`src/rtl/nmr_bstrm_pkg.sv`:
```
// Shared definitions for the NMR bitstream generator and capture blocks:
// FSM state encoding and command-word mode bit positions.
package nmr_bstrm_pkg;

    typedef enum logic [1:0] {
        ST_IDLE,
        ST_CAPT,
        ST_FLUSH,
        ST_ENDW
    } bstrm_state_e;

    // Mode bits sit directly above the data field; these are offsets from DATA_WIDTH.
    localparam int PATTERN_BIT = 0;
    localparam int ALL1_BIT    = 1;
    localparam int ALL0_BIT    = 2;
    localparam int SEQEND_BIT  = 3;

    function automatic int cmd_bit(input int data_width, input int ofs);
        return data_width + ofs;
    endfunction

endpackage

```
`src/rtl/nmr_bstrm_cap_rle.sv`:
```
// Run-length counter: tracks the current level and run length, and flags when
// the run must be emitted (level change or counter saturation).
module nmr_bstrm_cap_rle
    import nmr_bstrm_pkg::*;
#(
    parameter int CNT_WIDTH = 32
) (
    input  logic                 clk,
    input  logic                 rst,
    input  logic                 load_i,
    input  logic                 step_i,
    input  logic                 in_i,
    output logic                 emit_o,
    output logic                 level_o,
    output logic [CNT_WIDTH-1:0] cnt_o
);

    localparam logic [CNT_WIDTH-1:0] CNT_MAX = '1;
    localparam logic [CNT_WIDTH-1:0] CNT_ONE = CNT_WIDTH'(1);

    logic                 level_q, level_d;
    logic [CNT_WIDTH-1:0] cnt_q, cnt_d;

    // A saturated run is emitted and restarted at the same level.
    assign emit_o  = step_i && ((in_i != level_q) || (cnt_q == CNT_MAX));
    assign level_o = level_q;
    assign cnt_o   = cnt_q;

    always_comb begin
        level_d = level_q;
        cnt_d   = cnt_q;
        if (load_i) begin
            level_d = in_i;
            cnt_d   = CNT_ONE;
        end else if (step_i) begin
            if (emit_o) begin
                level_d = in_i;
                cnt_d   = CNT_ONE;
            end else begin
                cnt_d = cnt_q + CNT_ONE;
            end
        end
    end

    always_ff @(posedge clk) begin
        if (rst) begin
            level_q <= 1'b0;
            cnt_q   <= '0;
        end else begin
            level_q <= level_d;
            cnt_q   <= cnt_d;
        end
    end

endmodule

```
`src/rtl/nmr_bstrm_cap.sv`:
```
// Bitstream capture: run-length encodes IN into generator command words and
// streams them into an SRAM, closing the sequence with a seq_end word.
module nmr_bstrm_cap
    import nmr_bstrm_pkg::*;
#(
    parameter int DATA_WIDTH        = 120,
    parameter int CNT_WIDTH         = 32,
    parameter int SRAM_ADDR_WIDTH   = 8,
    parameter int SRAM_DAT_WIDTH    = 128,
    parameter int SRAM_BYTEEN_WIDTH = 16
) (
    input  logic                         CLK,
    input  logic                         RST,
    input  logic                         START,
    input  logic                         STOP,
    input  logic                         IN,
    output logic                         DONE,
    output logic                         OVF,
    output logic [SRAM_ADDR_WIDTH-1:0]   SRAM_ADDR,
    output logic                         SRAM_CS,
    output logic                         SRAM_WR,
    output logic [SRAM_DAT_WIDTH-1:0]    SRAM_WR_DAT,
    output logic [SRAM_BYTEEN_WIDTH-1:0] SRAM_BYTEEN
);

    localparam int PATTERN_IDX = cmd_bit(DATA_WIDTH, PATTERN_BIT);
    localparam int ALL1_IDX    = cmd_bit(DATA_WIDTH, ALL1_BIT);
    localparam int ALL0_IDX    = cmd_bit(DATA_WIDTH, ALL0_BIT);
    localparam int SEQEND_IDX  = cmd_bit(DATA_WIDTH, SEQEND_BIT);

    localparam logic [SRAM_ADDR_WIDTH-1:0] PTR_LAST = '1;
    localparam logic [SRAM_ADDR_WIDTH-1:0] PTR_ONE  = SRAM_ADDR_WIDTH'(1);

    bstrm_state_e                   state_q, state_d;
    logic [SRAM_ADDR_WIDTH-1:0]     ptr_q, ptr_d;
    logic [SRAM_ADDR_WIDTH-1:0]     addr_q, addr_d;
    logic                           cs_q, cs_d;
    logic [SRAM_DAT_WIDTH-1:0]      dat_q, dat_d;
    logic [SRAM_BYTEEN_WIDTH-1:0]   byteen_q, byteen_d;
    logic                           done_q, done_d;
    logic                           ovf_q, ovf_d;
    logic                           ovf_pend_q, ovf_pend_d;

    logic                           rle_load, rle_step, rle_emit, rle_level;
    logic [CNT_WIDTH-1:0]           rle_cnt;
    logic [SRAM_DAT_WIDTH-1:0]      run_word, end_word, wr_word;
    logic                           wr_en;

    // Only the last address is left once it is reached, and it is reserved for seq_end.
    assign rle_load = (state_q == ST_IDLE) && START;
    assign rle_step = (state_q == ST_CAPT) && !STOP && (ptr_q != PTR_LAST);

    nmr_bstrm_cap_rle #(
        .CNT_WIDTH (CNT_WIDTH)
    ) u_rle (
        .clk     (CLK),
        .rst     (RST),
        .load_i  (rle_load),
        .step_i  (rle_step),
        .in_i    (IN),
        .emit_o  (rle_emit),
        .level_o (rle_level),
        .cnt_o   (rle_cnt)
    );

    always_comb begin
        run_word                   = '0;
        run_word[DATA_WIDTH-1:0]   = DATA_WIDTH'(rle_cnt);
        run_word[PATTERN_IDX]      = 1'b0;
        run_word[ALL1_IDX]         = rle_level;
        run_word[ALL0_IDX]         = ~rle_level;
        end_word                   = '0;
        end_word[SEQEND_IDX]       = 1'b1;
    end

    always_comb begin
        state_d    = state_q;
        ptr_d      = ptr_q;
        done_d     = done_q;
        ovf_d      = ovf_q;
        ovf_pend_d = ovf_pend_q;
        wr_en      = 1'b0;
        wr_word    = run_word;

        case (state_q)
            ST_IDLE: begin
                if (START) begin
                    state_d    = ST_CAPT;
                    ptr_d      = '0;
                    done_d     = 1'b0;
                    ovf_d      = 1'b0;
                    ovf_pend_d = 1'b0;
                end
            end
            ST_CAPT: begin
                // Full outranks STOP so the end word always fits at the last address.
                if (ptr_q == PTR_LAST) begin
                    state_d    = ST_ENDW;
                    ovf_pend_d = 1'b1;
                    wr_en      = 1'b1;
                    wr_word    = end_word;
                end else if (STOP) begin
                    state_d = ST_FLUSH;
                    wr_en   = 1'b1;
                    ptr_d   = ptr_q + PTR_ONE;
                end else if (rle_emit) begin
                    wr_en = 1'b1;
                    ptr_d = ptr_q + PTR_ONE;
                end
            end
            ST_FLUSH: begin
                state_d = ST_ENDW;
                wr_en   = 1'b1;
                wr_word = end_word;
            end
            ST_ENDW: begin
                state_d = ST_IDLE;
                done_d  = 1'b1;
                ovf_d   = ovf_pend_q;
            end
            default: state_d = ST_IDLE;
        endcase

        cs_d     = wr_en;
        byteen_d = wr_en ? '1 : '0;
        addr_d   = wr_en ? ptr_q : addr_q;
        dat_d    = wr_en ? wr_word : dat_q;
    end

    always_ff @(posedge CLK) begin
        if (RST) begin
            state_q    <= ST_IDLE;
            ptr_q      <= '0;
            addr_q     <= '0;
            cs_q       <= 1'b0;
            dat_q      <= '0;
            byteen_q   <= '0;
            done_q     <= 1'b0;
            ovf_q      <= 1'b0;
            ovf_pend_q <= 1'b0;
        end else begin
            state_q    <= state_d;
            ptr_q      <= ptr_d;
            addr_q     <= addr_d;
            cs_q       <= cs_d;
            dat_q      <= dat_d;
            byteen_q   <= byteen_d;
            done_q     <= done_d;
            ovf_q      <= ovf_d;
            ovf_pend_q <= ovf_pend_d;
        end
    end

    assign DONE        = done_q;
    assign OVF         = ovf_q;
    assign SRAM_ADDR   = addr_q;
    assign SRAM_CS     = cs_q;
    assign SRAM_WR     = cs_q;
    assign SRAM_WR_DAT = dat_q;
    assign SRAM_BYTEEN = byteen_q;

endmodule

```
`config.mk`:
```
export PLATFORM = sky130hd
export DESIGN_NAME = nmr_bstrm_cap
export DESIGN_NICKNAME = d
export VERILOG_FILES = /design/src/rtl/nmr_bstrm_pkg.sv /design/src/rtl/nmr_bstrm_cap_rle.sv /design/src/rtl/nmr_bstrm_cap.sv
export SDC_FILE = /design/constraint.sdc
export NUM_CORES = 1
export LEC_CHECK = 0
export ABC_AREA = 1
export BUFFER_PORTS_ARGS = -buffer_cell sky130_fd_sc_hd__clkbuf_2
export CAP_MARGIN = 20
export CORE_MARGIN = 1.5
export CORE_UTILIZATION = 30
export DETAILED_ROUTE_END_ITERATION = 12
export MAX_ROUTING_LAYER = met4
export PLACE_DENSITY = 0.58
export SETUP_SLACK_MARGIN = 0.5
export SLEW_MARGIN = 20
export SYNTH_ARGS = -nofsm -noshare
export SYNTH_HDL_FRONTEND = slang
export SYNTH_SLANG_ARGS = --single-unit
```
`constraint.sdc`:
```
create_clock -name CLK -period 5.45 [get_ports CLK]
set_input_delay 0.2725 -clock CLK [delete_from_list [all_inputs] [get_ports CLK]]
set_output_delay 0.2725 -clock CLK [all_outputs]
set_load 0.05 [all_outputs]
```
## Yosys cells after proc, flatten, opt, wreduce, memory -nomap -nowiden

Index checks and enable logic that the tools add are counted.

- Input bits: 5
- Register bits after elaboration: 199
- Logic and storage cells: 71
- Output and inout port bits: 156

- Bitwise gates (word level): 1
- Equality and inequality tests: 12
- Multiplexer cells: 27
- $add $sub $neg: 2
- Reductions and logical operators: 17

Operators by type and width:

| operator | count |
|---|---|
| 124-bit case mux with 2 select lines | 1 |
| 124-bit two-way mux | 1 |
| 32-bit by 1-bit adder with 32-bit output (second input constant) | 1 |
| 32-bit equality test (second input constant) | 1 |
| 32-bit two-way mux | 1 |
| 8-bit two-way mux | 4 |
| 16-bit two-way mux | 1 |
| 8-bit case mux with 2 select lines | 1 |
| 1-bit two-way mux | 10 |
| 8-bit by 1-bit adder with 8-bit output (second input constant) | 1 |
| 8-bit equality test (second input constant) | 1 |
| 8-bit != test (second input constant) | 1 |
| 1-bit case mux with 2 select lines | 4 |
| 2-bit case mux with 4 select lines | 1 |
| 2-bit nonzero test | 4 |
| 2-bit two-way mux | 3 |
| 2-bit AND reduction | 3 |
| 2-bit equality test (second input constant) | 2 |
| 1-bit logical AND | 4 |
| 2-bit != test (second input constant) | 2 |
| 4-bit AND reduction | 1 |
| 3-bit by 2-bit != test with 1-bit output (second input constant) | 1 |
| 3-bit != test (second input constant) | 1 |
| 3-bit AND reduction | 1 |
| other kinds (8) | 8 |

## Longest topological paths before layout

Gate-level depths: netlist of run 1.

- Depth after elaboration: 9
- Mapped depth: 15
- Mapped depth without buffers: 15

## Cells and area by module

From an unflattened synthesis of run 1, not the netlist that was laid out.

- Cells, all modules: 798
- Area total of the unflattened synthesis: 5679.2 µm²

By module, submodules not included:

| module | times used | sequential area each (µm²) | area an instance (µm²) | cells each |
|---|---|---|---|---|
| nmr_bstrm_cap | 1 | 1141.1 | 3857.4 | 531 |
| nmr_bstrm_cap_rle | 1 | 660.6 | 1821.7 | 267 |

## Worst setup path before layout of run 1

Ideal clock, no wire load.

- Path type: flip-flop to flip-flop
- Start: register state_q[1]
- End: register ptr_q[1]
- Cell stages (with the launch flop): 11
- Path slack: 3.553 ns
- Setup time: 0.127 ns
- Clock period less this slack: 1.897 ns
- Required time: 5.323 ns
- Arrival time: 1.770 ns
- Path buffers: 2
- Cells stage by stage: dfxtp_1 -> inv_1 -> ha_1 -> buf_4 -> inv_1 -> nor2_1 -> o21bai_1 -> nand3_2 -> buf_6 -> o21ai_1 -> nor2_1

- Longest elaborated chain between the ends: 6
- Elaborated cells on any way between the ends: 11
- Classes of those cells: eq/ne: 4; mux: 1; reduce/logical: 6

RTL lines:

| element | line | source |
|---|---|---|
| from (decl) | nmr_bstrm_cap.sv:34 | `bstrm_state_e state_q, state_d;` |
| from (signal assigned) | nmr_bstrm_cap.sv:142 | `state_q <= state_d;` |
| 2-bit by 1-bit equality test with 1-bit output | nmr_bstrm_cap.sv:51, nmr_bstrm_cap.sv:85 |  |
| 1-bit logical AND (2 in series) | nmr_bstrm_cap.sv:51 | `assign rle_step = (state_q == ST_CAPT) && !STOP && (ptr_q != PTR_LAST);` |
| 1-bit logical AND | nmr_bstrm_cap_rle.sv:25 | `assign emit_o = step_i && ((in_i != level_q) \|\| (cnt_q == CNT_MAX));` |
| 3-bit != test (no line) | - |  |
| 4-bit AND reduction (no line) | - |  |
| to (signal assigned) | nmr_bstrm_cap.sv:143 | `ptr_q <= ptr_d;` |
| to (decl) | nmr_bstrm_cap.sv:35 | `logic [SRAM_ADDR_WIDTH-1:0] ptr_q, ptr_d;` |

Parallel ways exist; a longest one is shown, timed or not.
A chain may end at the register's enable or synchronous reset.

## Final worst setup path of run 1

- Start: register state_q[1]
- End: register dat_q[1] (netlist: SRAM_WR_DAT[1])

- Longest elaborated chain between the ends: 8
- Elaborated cells on any way between the ends: 10
- Classes of those cells: eq/ne: 2; mux: 5; reduce/logical: 3

RTL lines:

| element | line | source |
|---|---|---|
| 2-bit by 1-bit equality test with 1-bit output | nmr_bstrm_cap.sv:51, nmr_bstrm_cap.sv:85 |  |
| 1-bit logical AND (2 in series) | nmr_bstrm_cap.sv:51 |  |
| 1-bit logical AND | nmr_bstrm_cap_rle.sv:25 |  |
| 1-bit two-way mux | nmr_bstrm_cap.sv:106 | `end else if (rle_emit) begin` |
| 1-bit two-way mux | nmr_bstrm_cap.sv:102 | `end else if (STOP) begin` |
| 1-bit two-way mux | nmr_bstrm_cap.sv:97 | `if (ptr_q == PTR_LAST) begin` |
| 1-bit case mux with 2 select lines | nmr_bstrm_cap.sv:85 | `case (state_q)` |
| to (signal assigned) | nmr_bstrm_cap.sv:146 | `dat_q <= dat_d;` |
| to (decl) | nmr_bstrm_cap.sv:38 | `logic [SRAM_DAT_WIDTH-1:0] dat_q, dat_d;` |

Parallel ways exist; a longest one is shown, timed or not.

==> results of run 1 <==
## through the flow
step / setup slack, ps / util, %
3_5_place_dp: 2560 / 30.5
2_1_floorplan: 3550 / -
3_3_place_gp: 2690 / 30.5
5_1_grt: 2260 / 32.3
4_1_cts: 2560 / 32.3
6_report: 2590 / 32.3
## layout make-up
class | instances | area share [%]
Clock inverter | 6 | 1.31
Tap cell | 225 | 5.08
Multi-Input combinational cell | 534 | 46.9
Clock buffer | 10 | 4.13
Timing Repair Buffer | 69 | 6.32
Inverter | 55 | 3.72
Sequential cell | 90 | 32.5
## per-layer routing
| metal | share of wire [%] | vias up |
|---|---|---|
| met2 | 46 | 95 |
| met4 | 0.84 | 0 |
| met3 | 3.9 | 7 |
| li1 | - | 2192 |
| met5 | 0 | - |
| met1 | 49 | 1930 |
## power by group through the flow
stage	Clock [mW]	Combinational (mW)	Sequential, mW
finish	0.636	0.973	0.766
global route	0.678	1.07	0.774
CTS	0.657	0.978	0.766
detailed placement	0	0.977	0.780
global placement	0	0.974	0.780
floorplan	0	0.837	0.886
## logic make-up after synthesis
| logic type | Yosys count | share of synthesized area [%] |
|---|---|---|
| compound gates | 100 | 12.0 |
| other cells | 1 | 0.0716 |
| flops | 90 | 34.4 |
| simple gates | 326 | 28.0 |
| buf+inv | 188 | 22.5 |
| fa+ha+maj | 7 | 1.67 |
| xor+xnor | 8 | 1.34 |
## flip-flops by register name (all words and copies together) (netlist names)
signal	cells
SRAM_WR_DAT	35
u_rle.cnt_o	32
SRAM_ADDR	8
ptr_q	8
state_q	2
DONE	1
OVF	1
SRAM_BYTEEN	1
ovf_pend_q	1
u_rle.level_o	1
## cells in the mapped netlist (2+ instances only)
cell | n | share of area (%)
nand3_1 | 57 | 5.4
clkbuf_1 | 6 | 0.43
nor2_1 | 76 | 5.4
nand2_2 | 4 | 0.48
buf_4 | 113 | 16
nand3b_1 | 5 | 0.72
nand2_4 | 3 | 0.65
ha_1 | 7 | 1.7
o21ai_0 | 23 | 2.2
buf_6 | 6 | 1.3
nor3_1 | 16 | 1.5
nand2_1 | 143 | 10
o21ai_2 | 29 | 4.9
nor3b_1 | 3 | 0.43
inv_1 | 54 | 3.9
nor2_4 | 2 | 0.43
nand4_1 | 11 | 1.3
a211oi_1 | 2 | 0.29
dfxtp_1 | 90 | 34
o21ai_1 | 2 | 0.19
buf_2 | 4 | 0.38
xnor2_1 | 2 | 0.33
xor2_1 | 6 | 1.0
buf_1 | 4 | 0.29
a21oi_1 | 39 | 3.7
## worst max-delay path, cell delays in order, from the launching register on
cell and delay (ps):
dfxtp_1 330, inv_1 120, ha_1 440, nand2_1 160
nor2_4 420, nand2_4 150, nand2_2 100, nand2_4 60
nand2_8 140, nand3_4 460, o21ai_0 360
## path summary, 6_finish.rpt
path              startpoint        endpoint  slack, ps  cells past startpoint
setup / recovery  state_q[1]  SRAM_WR_DAT[1]       2590                     10
hold / removal            IN   u_rle.level_o        250                      3
setup reg to reg  state_q[1]  SRAM_WR_DAT[1]       2590                     10
hold reg to reg   ovf_pend_q      ovf_pend_q        490                      2
==> impl_table.tex, run 1 <==
\begin{tabular}{lr}
\hline
Metric & Value \\
\hline
\multicolumn{2}{l}{\textbf{Route}} \\
\quad Total length of routed wires & 11.3 mm \\
\quad Detail Route Antenna Nets & 0 \\
\quad Number of vias after detailed routing & 4224 \\
\quad DRC & 0 \\
\quad Wirelength per Cell & 11.4 um \\
\quad Iter 0 DRT Violations & 210 \\
\quad Routed vias/inst & 4.27 \\
\quad DRT Pass-1 Iters & 4 \\
\multicolumn{2}{l}{\textbf{Synthesis}} \\
\quad Share of flip-flops with an asynchronous set or reset & 0\% \\
\quad Warnings, synthesis & 0 \\
\quad Average cell area after synthesis & 7.27 sq um \\
\quad Unique cell type count in the Yosys netlist & 38 \\
\quad Synth Cell Area & 5240 sq um \\
\quad Flip-flop cell with the highest count after synthesis & dfxtp\_1 \\
\quad Fraction of the yosys area taken by sequential cells & 34.4\% \\
\quad Total of flip-flops plus latches after synthesis & 90 \\
\quad Number of enable flip-flop cells after synthesis & 0 \\
\quad Number of instances in the synthesized netlist & 720 \\
\multicolumn{2}{l}{\textbf{Global routing}} \\
\quad Fraction of met1 tracks used by global routing & 16.3\% \\
\quad Most heavily used metal layer in global routing & met2 \\
\quad Final global-route overflow total & 0 \\
\quad Met2 Use GR & 20.0\% \\
\quad GRT met3 Usage & 3.04\% \\
\quad Via count of the first global-routing pass & 3669 \\
\quad Antenna violations before repair & 0 \\
\quad Largest net degree at the start of global routing & 55 \\
\quad Total routing usage reported by global routing & 12.7\% \\
\quad Wire length of the first global-routing pass & 18.1 mm \\
\multicolumn{2}{l}{\textbf{Cells and area}} \\
\quad Layout cells sized above 1 & 16.9\% \\
\quad Total area of multi-input combinational cells & 2600 sq um \\
\quad Layout-stage area growth over the synthesis result & 5.88\% \\
\quad \# diodes & 0 \\
\quad Cell area after layout & 5540 sq um \\
\quad Top library cells by usage in the layout, fill and taps aside & nand2\_1, conb\_1, dfxtp\_1 \\
\quad Nets & 771 \\
\quad Commonest non-fill, non-tap cell in the layout & nand2\_1 \\
\quad Number of fillers in the final layout & 1936 \\
\quad Sequential cell area & 1800 sq um \\
\quad Non-filler instance count after layout & 989 \\
\multicolumn{2}{l}{\textbf{Power and ir drop}} \\
\quad Power, Total & 2.38 mW \\
\quad Combinational group share of total power & 41.0\% \\
\quad Cell internal power dissipation & 1.26 mW \\
\quad Worst ir drop on vdd & 0.000313 V \\
\quad Clock Power Share & 26.8\% \\
\quad Switching fraction of total power & 46.8\% \\
\quad Switching power & 1.11 mW \\
\quad Leakage power summed over all cells & 2.26 nW \\
\quad Power Density & 429 nW/um\^{}2 \\
\quad Sequential group share of total power & 32.2\% \\
\multicolumn{2}{l}{\textbf{Timing}} \\
\quad RSZ-0062 raised after global routing & false \\
\quad Fmax & 349 MHz \\
\quad Period Utilization, post-route & 52.6\% \\
\quad Final count of pins violating max slew & 0 \\
\quad Total negative setup slack & 0 ps \\
\quad WHS & 246 ps \\
\quad Minimum clock period after layout & 2860 ps \\
\quad Post-Route Skew & 10.1 ps \\
\quad Worst-margin pin slew & 1010 ps \\
\quad Number of endpoints failing setup at the final stage & 0 \\
\quad Number of hold violations in the final report & 0 \\
\quad Slew HR & 32.3\% \\
\multicolumn{2}{l}{\textbf{Die}} \\
\quad Effective utilization at floorplan & 30.5\% \\
\quad Core box area & 17200 sq um \\
\quad Number of standard-cell rows in the floorplan & 48 \\
\quad Vertical die dimension & 135 um \\
\quad Horizontal die dimension & 135 um \\
\quad Die Outline Area & 18300 sq um \\
\quad I/O pin total & 161 \\
\multicolumn{2}{l}{\textbf{Setup path}} \\
\quad Arrival @ worst endpoint & 3110 ps \\
\quad CP Class & reg2reg \\
\quad Startpoint types & flip-flop \\
\quad CP endpoint kind & flip-flop \\
\quad Critical path data required time & 5700 ps \\
\quad Crit Path Max Fanout & 35 \\
\multicolumn{2}{l}{\textbf{Flow run}} \\
\quad Max-cap check violation count & 0 \\
\multicolumn{2}{l}{\textbf{Clocking}} \\
\quad Clock tree from TritonCTS & built \\
\quad Bufs on Longest Clock Path & 2 \\
\quad CTS clock-pin slew for the worst setup and hold paths & 70 ps \\
\quad Clock H-tree levels & 3 \\
\quad Number of post-CTS setup repair buffers & 0 \\
\quad Clock Sinks & 90 \\
\quad Post-CTS Hold Fix Bufs & 0 \\
\quad Master cell of the clock root buffer & clkbuf\_16 \\
\quad Post-cts resize count & 0 \\
\quad Number of buffers inserted during clock tree synthesis & 9 \\
\quad Clk Latency, worst-skew pair & 340 ps \\
\multicolumn{2}{l}{\textbf{Place}} \\
\quad Cell area after placement & 5240 sq um \\
\quad Number of placed cells counting well taps & 973 \\
\quad Hpwl dp & 8.23 mm \\
\quad Routability-driven placement congestion ratio & 0.816 \\
\quad Number of port buffers & 67 \\
\multicolumn{2}{l}{\textbf{Status}} \\
\quad Result of the run & completed \\
\multicolumn{2}{l}{\textbf{Hold path}} \\
\quad Worst min-delay path category & in2reg \\
\hline
\end{tabular}
Note: power is estimated with default switching activity, not from simulation.
==> run 2, diff against run 1 <==
PLACE_DENSITY = 0.6   (was 0.58)
clock period = 2.5 ns   (was 5.45 ns; I/O delays follow)
==> run 2 against run 1 <==
  * Clock power is 110% higher
  * Clock-buffer cell count increased by 2
  * Cell area grew 13%
  * First-iteration DRC count grew 3.8%
  * Register-to-register slack got worse by 2100 ps
  * Final cell count is 4.6% higher
  * Sequential power increased by 120%
  * Worst hold slack got worse by 120 ps
  * Core utilization increased by 4.1 points
  * Sequential share of layout area decreased by 3.1 points
  * Die area unchanged
  * Largest cell class unchanged
  * Highest routed layer unchanged
==> impl_table.tex, run 2 (same netlist as run 1, synthesis figures left out) <==
\begin{tabular}{lr}
\hline
Metric & Value \\
\hline
\multicolumn{2}{l}{\textbf{Status}} \\
\quad Result of the run & completed (unchanged) \\
\multicolumn{2}{l}{\textbf{Flow run}} \\
\quad Max-cap check violation count & 0 (unchanged) \\
\multicolumn{2}{l}{\textbf{Cells and area}} \\
\quad Number of fillers in the final layout & 1846 (was 1936) \\
\quad Layout cells sized above 1 & 29.2\% (was 16.9\%) \\
\quad Non-filler instance count after layout & 1034 (was 989) \\
\quad Total area of multi-input combinational cells & 2820 sq um (was 2600 sq um) \\
\quad Sequential cell area & 1840 sq um (was 1800 sq um) \\
\quad Nets & 816 (was 771) \\
\quad Flip-flop count of the largest register after layout & 35 (unchanged) \\
\quad \# diodes & 0 (unchanged) \\
\quad Top library cells by usage in the layout, fill and taps aside & nand2\_1, conb\_1, clkbuf\_2 (was nand2\_1, conb\_1, dfxtp\_1) \\
\quad Commonest non-fill, non-tap cell in the layout & nand2\_1 (unchanged) \\
\quad Layout-stage area growth over the synthesis result & 19.3\% (was 5.88\%) \\
\quad Cell area after layout & 6240 sq um (was 5540 sq um) \\
\quad Final core utilization & 36.4\% (was 32.3\%) \\
\multicolumn{2}{l}{\textbf{Place}} \\
\quad Placement Setup Slack & 207 ps (was 2560 ps) \\
\quad Hpwl dp & 8.53 mm (was 8.23 mm) \\
\quad Cell area after placement & 5320 sq um (was 5240 sq um) \\
\quad Number of placed cells counting well taps & 982 (was 973) \\
\quad Routability-driven placement congestion ratio & 0.820 (was 0.816) \\
\quad Number of port buffers & 67 (unchanged) \\
\multicolumn{2}{l}{\textbf{Route}} \\
\quad Number of vias after detailed routing & 4530 (was 4224) \\
\quad Wirelength per Cell & 12.6 um (was 11.4 um) \\
\quad Detail Route Antenna Nets & 0 (unchanged) \\
\quad DRT Pass-1 Iters & 5 (was 4) \\
\quad Routed vias/inst & 4.38 (was 4.27) \\
\quad Total length of routed wires & 13.0 mm (was 11.3 mm) \\
\quad DRC & 0 (unchanged) \\
\quad Iter 0 DRT Violations & 218 (was 210) \\
\multicolumn{2}{l}{\textbf{Die}} \\
\quad Effective utilization at floorplan & 30.5\% (unchanged) \\
\quad I/O pin total & 161 (unchanged) \\
\quad Core box area & 17200 sq um (unchanged) \\
\quad Number of standard-cell rows in the floorplan & 48 (unchanged) \\
\quad Horizontal die dimension & 135 um (unchanged) \\
\quad Vertical die dimension & 135 um (unchanged) \\
\quad Die Outline Area & 18300 sq um (unchanged) \\
\multicolumn{2}{l}{\textbf{Clocking}} \\
\quad Number of buffers inserted during clock tree synthesis & 9 (unchanged) \\
\quad Clock Sinks & 90 (unchanged) \\
\quad Bufs on Longest Clock Path & 2 (unchanged) \\
\quad Master cell of the clock root buffer & clkbuf\_16 (unchanged) \\
\quad Clk Latency, worst-skew pair & 350 ps (was 340 ps) \\
\quad Clock tree from TritonCTS & built (unchanged) \\
\quad Clock H-tree levels & 3 (unchanged) \\
\quad CTS clock-pin slew for the worst setup and hold paths & 70 ps (about the same) \\
\quad Post-CTS Hold Fix Bufs & 0 (unchanged) \\
\multicolumn{2}{l}{\textbf{Global routing}} \\
\quad Fraction of met1 tracks used by global routing & 18.1\% (was 16.3\%) \\
\quad Most heavily used metal layer in global routing & met2 (unchanged) \\
\quad Total routing usage reported by global routing & 14.3\% (was 12.7\%) \\
\quad Antenna violations before repair & 0 (unchanged) \\
\quad Met2 Use GR & 23.0\% (was 20.0\%) \\
\quad GRT met3 Usage & 3.42\% (was 3.04\%) \\
\quad Via count of the first global-routing pass & 4067 (was 3669) \\
\quad Largest net degree at the start of global routing & 36 (was 55) \\
\quad Wire length of the first global-routing pass & 20.2 mm (was 18.1 mm) \\
\quad Final global-route overflow total & 0 (unchanged) \\
\multicolumn{2}{l}{\textbf{Setup path}} \\
\quad CP Class & reg2reg (unchanged) \\
\quad Buffers \& Inverters on Critical Path & 2 (was 1) \\
\quad Critical path's slowest cell & dfxtp\_4 (was nand3\_4) \\
\quad CP endpoint kind & flip-flop (unchanged) \\
\quad Critical path data required time & 2780 ps (was 5700 ps) \\
\quad CP top delay family & simple AND/OR/NAND/NOR gates (unchanged) \\
\quad Crit Path Max Fanout & 6 (was 35) \\
\quad Arrival @ worst endpoint & 2290 ps (was 3110 ps) \\
\quad Startpoint types & flip-flop (unchanged) \\
\quad Max stage delay on crit path & 360 ps (was 460 ps) \\
\quad Cells along the critical path & ha\_4 > nand2\_2 > nor2\_4 > nand2\_2 > nor2\_4 > nor2\_4 > nand2\_4 > nand2\_4 > nand2\_8 > nand2\_8 > nand3\_4 > buf\_12 > clkbuf\_16 > o21ai\_2 (was inv\_1 > ha\_1 > nand2\_1 > nor2\_4 > nand2\_4 > nand2\_2 > nand2\_4 > nand2\_8 > nand3\_4 > o21ai\_0) \\
\quad Most numerous cell on the critical path & nor2\_4 (was nand2\_4) \\
\multicolumn{2}{l}{\textbf{Timing}} \\
\quad Number of endpoints failing setup at the final stage & 0 (unchanged) \\
\quad Total negative setup slack & 0 ps (unchanged) \\
\quad Minimum clock period after layout & 2010 ps (was 2860 ps) \\
\quad PnR worst setup slack & 494 ps (was 2590 ps) \\
\quad Post-Route Skew & 11.6 ps (was 10.1 ps) \\
\quad Final count of pins violating max slew & 0 (unchanged) \\
\quad Worst-margin pin slew & 526 ps (was 1010 ps) \\
\quad WHS & 125 ps (was 246 ps) \\
\quad Slew HR & 64.9\% (was 32.3\%) \\
\quad Number of hold violations in the final report & 0 (unchanged) \\
\quad Period Utilization, post-route & 80.2\% (was 52.6\%) \\
\quad RSZ-0062 raised after global routing & true (was false) \\
\quad Fmax & 498 MHz (was 349 MHz) \\
\multicolumn{2}{l}{\textbf{Power and ir drop}} \\
\quad Worst ir drop on vdd & 0.000561 V (was 0.000313 V) \\
\quad Power, Total & 5.69 mW (was 2.38 mW) \\
\quad Power Density & 911 nW/um\^{}2 (was 429 nW/um\^{}2) \\
\quad Leakage power summed over all cells & 2.55 nW (was 2.26 nW) \\
\multicolumn{2}{l}{\textbf{Hold path}} \\
\quad Worst min-delay path category & in2reg (unchanged) \\
\hline
\end{tabular}
==> run 2: worst paths after layout <==
| path | cells after the start | from | slack, ps | to |
|---|---|---|---|---|
| hold / removal | 2 | RST | 120 | ptr_q[0] |
| setup reg to reg | 14 | ptr_q[0] | 490 | SRAM_WR_DAT[29] |
| hold reg to reg | 2 | u_rle.cnt_o[12] | 470 | u_rle.cnt_o[12] |
| setup / recovery | 14 | ptr_q[0] | 490 | SRAM_WR_DAT[29] |
==> run 2: layout make-up <==
type	count	share of cell area (%)
Multi-Input combinational cell	536	45.1
Inverter	55	3.47
Clock inverter	4	0.501
Sequential cell	90	29.4
Clock buffer	12	4.11
Tap cell	225	4.51
Timing Repair Buffer	112	12.9
==> run 2: routing by layer <==
layer	vias to the layer above	wire, um
met4	0	235
met1	2072	6000
li1	2305	-
met5	-	0
met3	17	628
met2	136	6130
==> run 2: what timing repair did <==
item | 4_1_cts | 5_1_grt
gates cloned | 4 | 3
setup buffers | 16 | 13
pin swaps | 12 | 15
resized for setup | 41 | 53
endpoints found under the setup margin | 68 | 76
==> run 2: report_power, final <==
group / switching (mW) / leakage [nW] / internal (mW) / total [mW]
logic: 1.94 / 1.67 / 0.738 / 2.68
registers: 0.111 / 0.741 / 1.57 / 1.68
clock network: 0.594 / 0.144 / 0.739 / 1.33
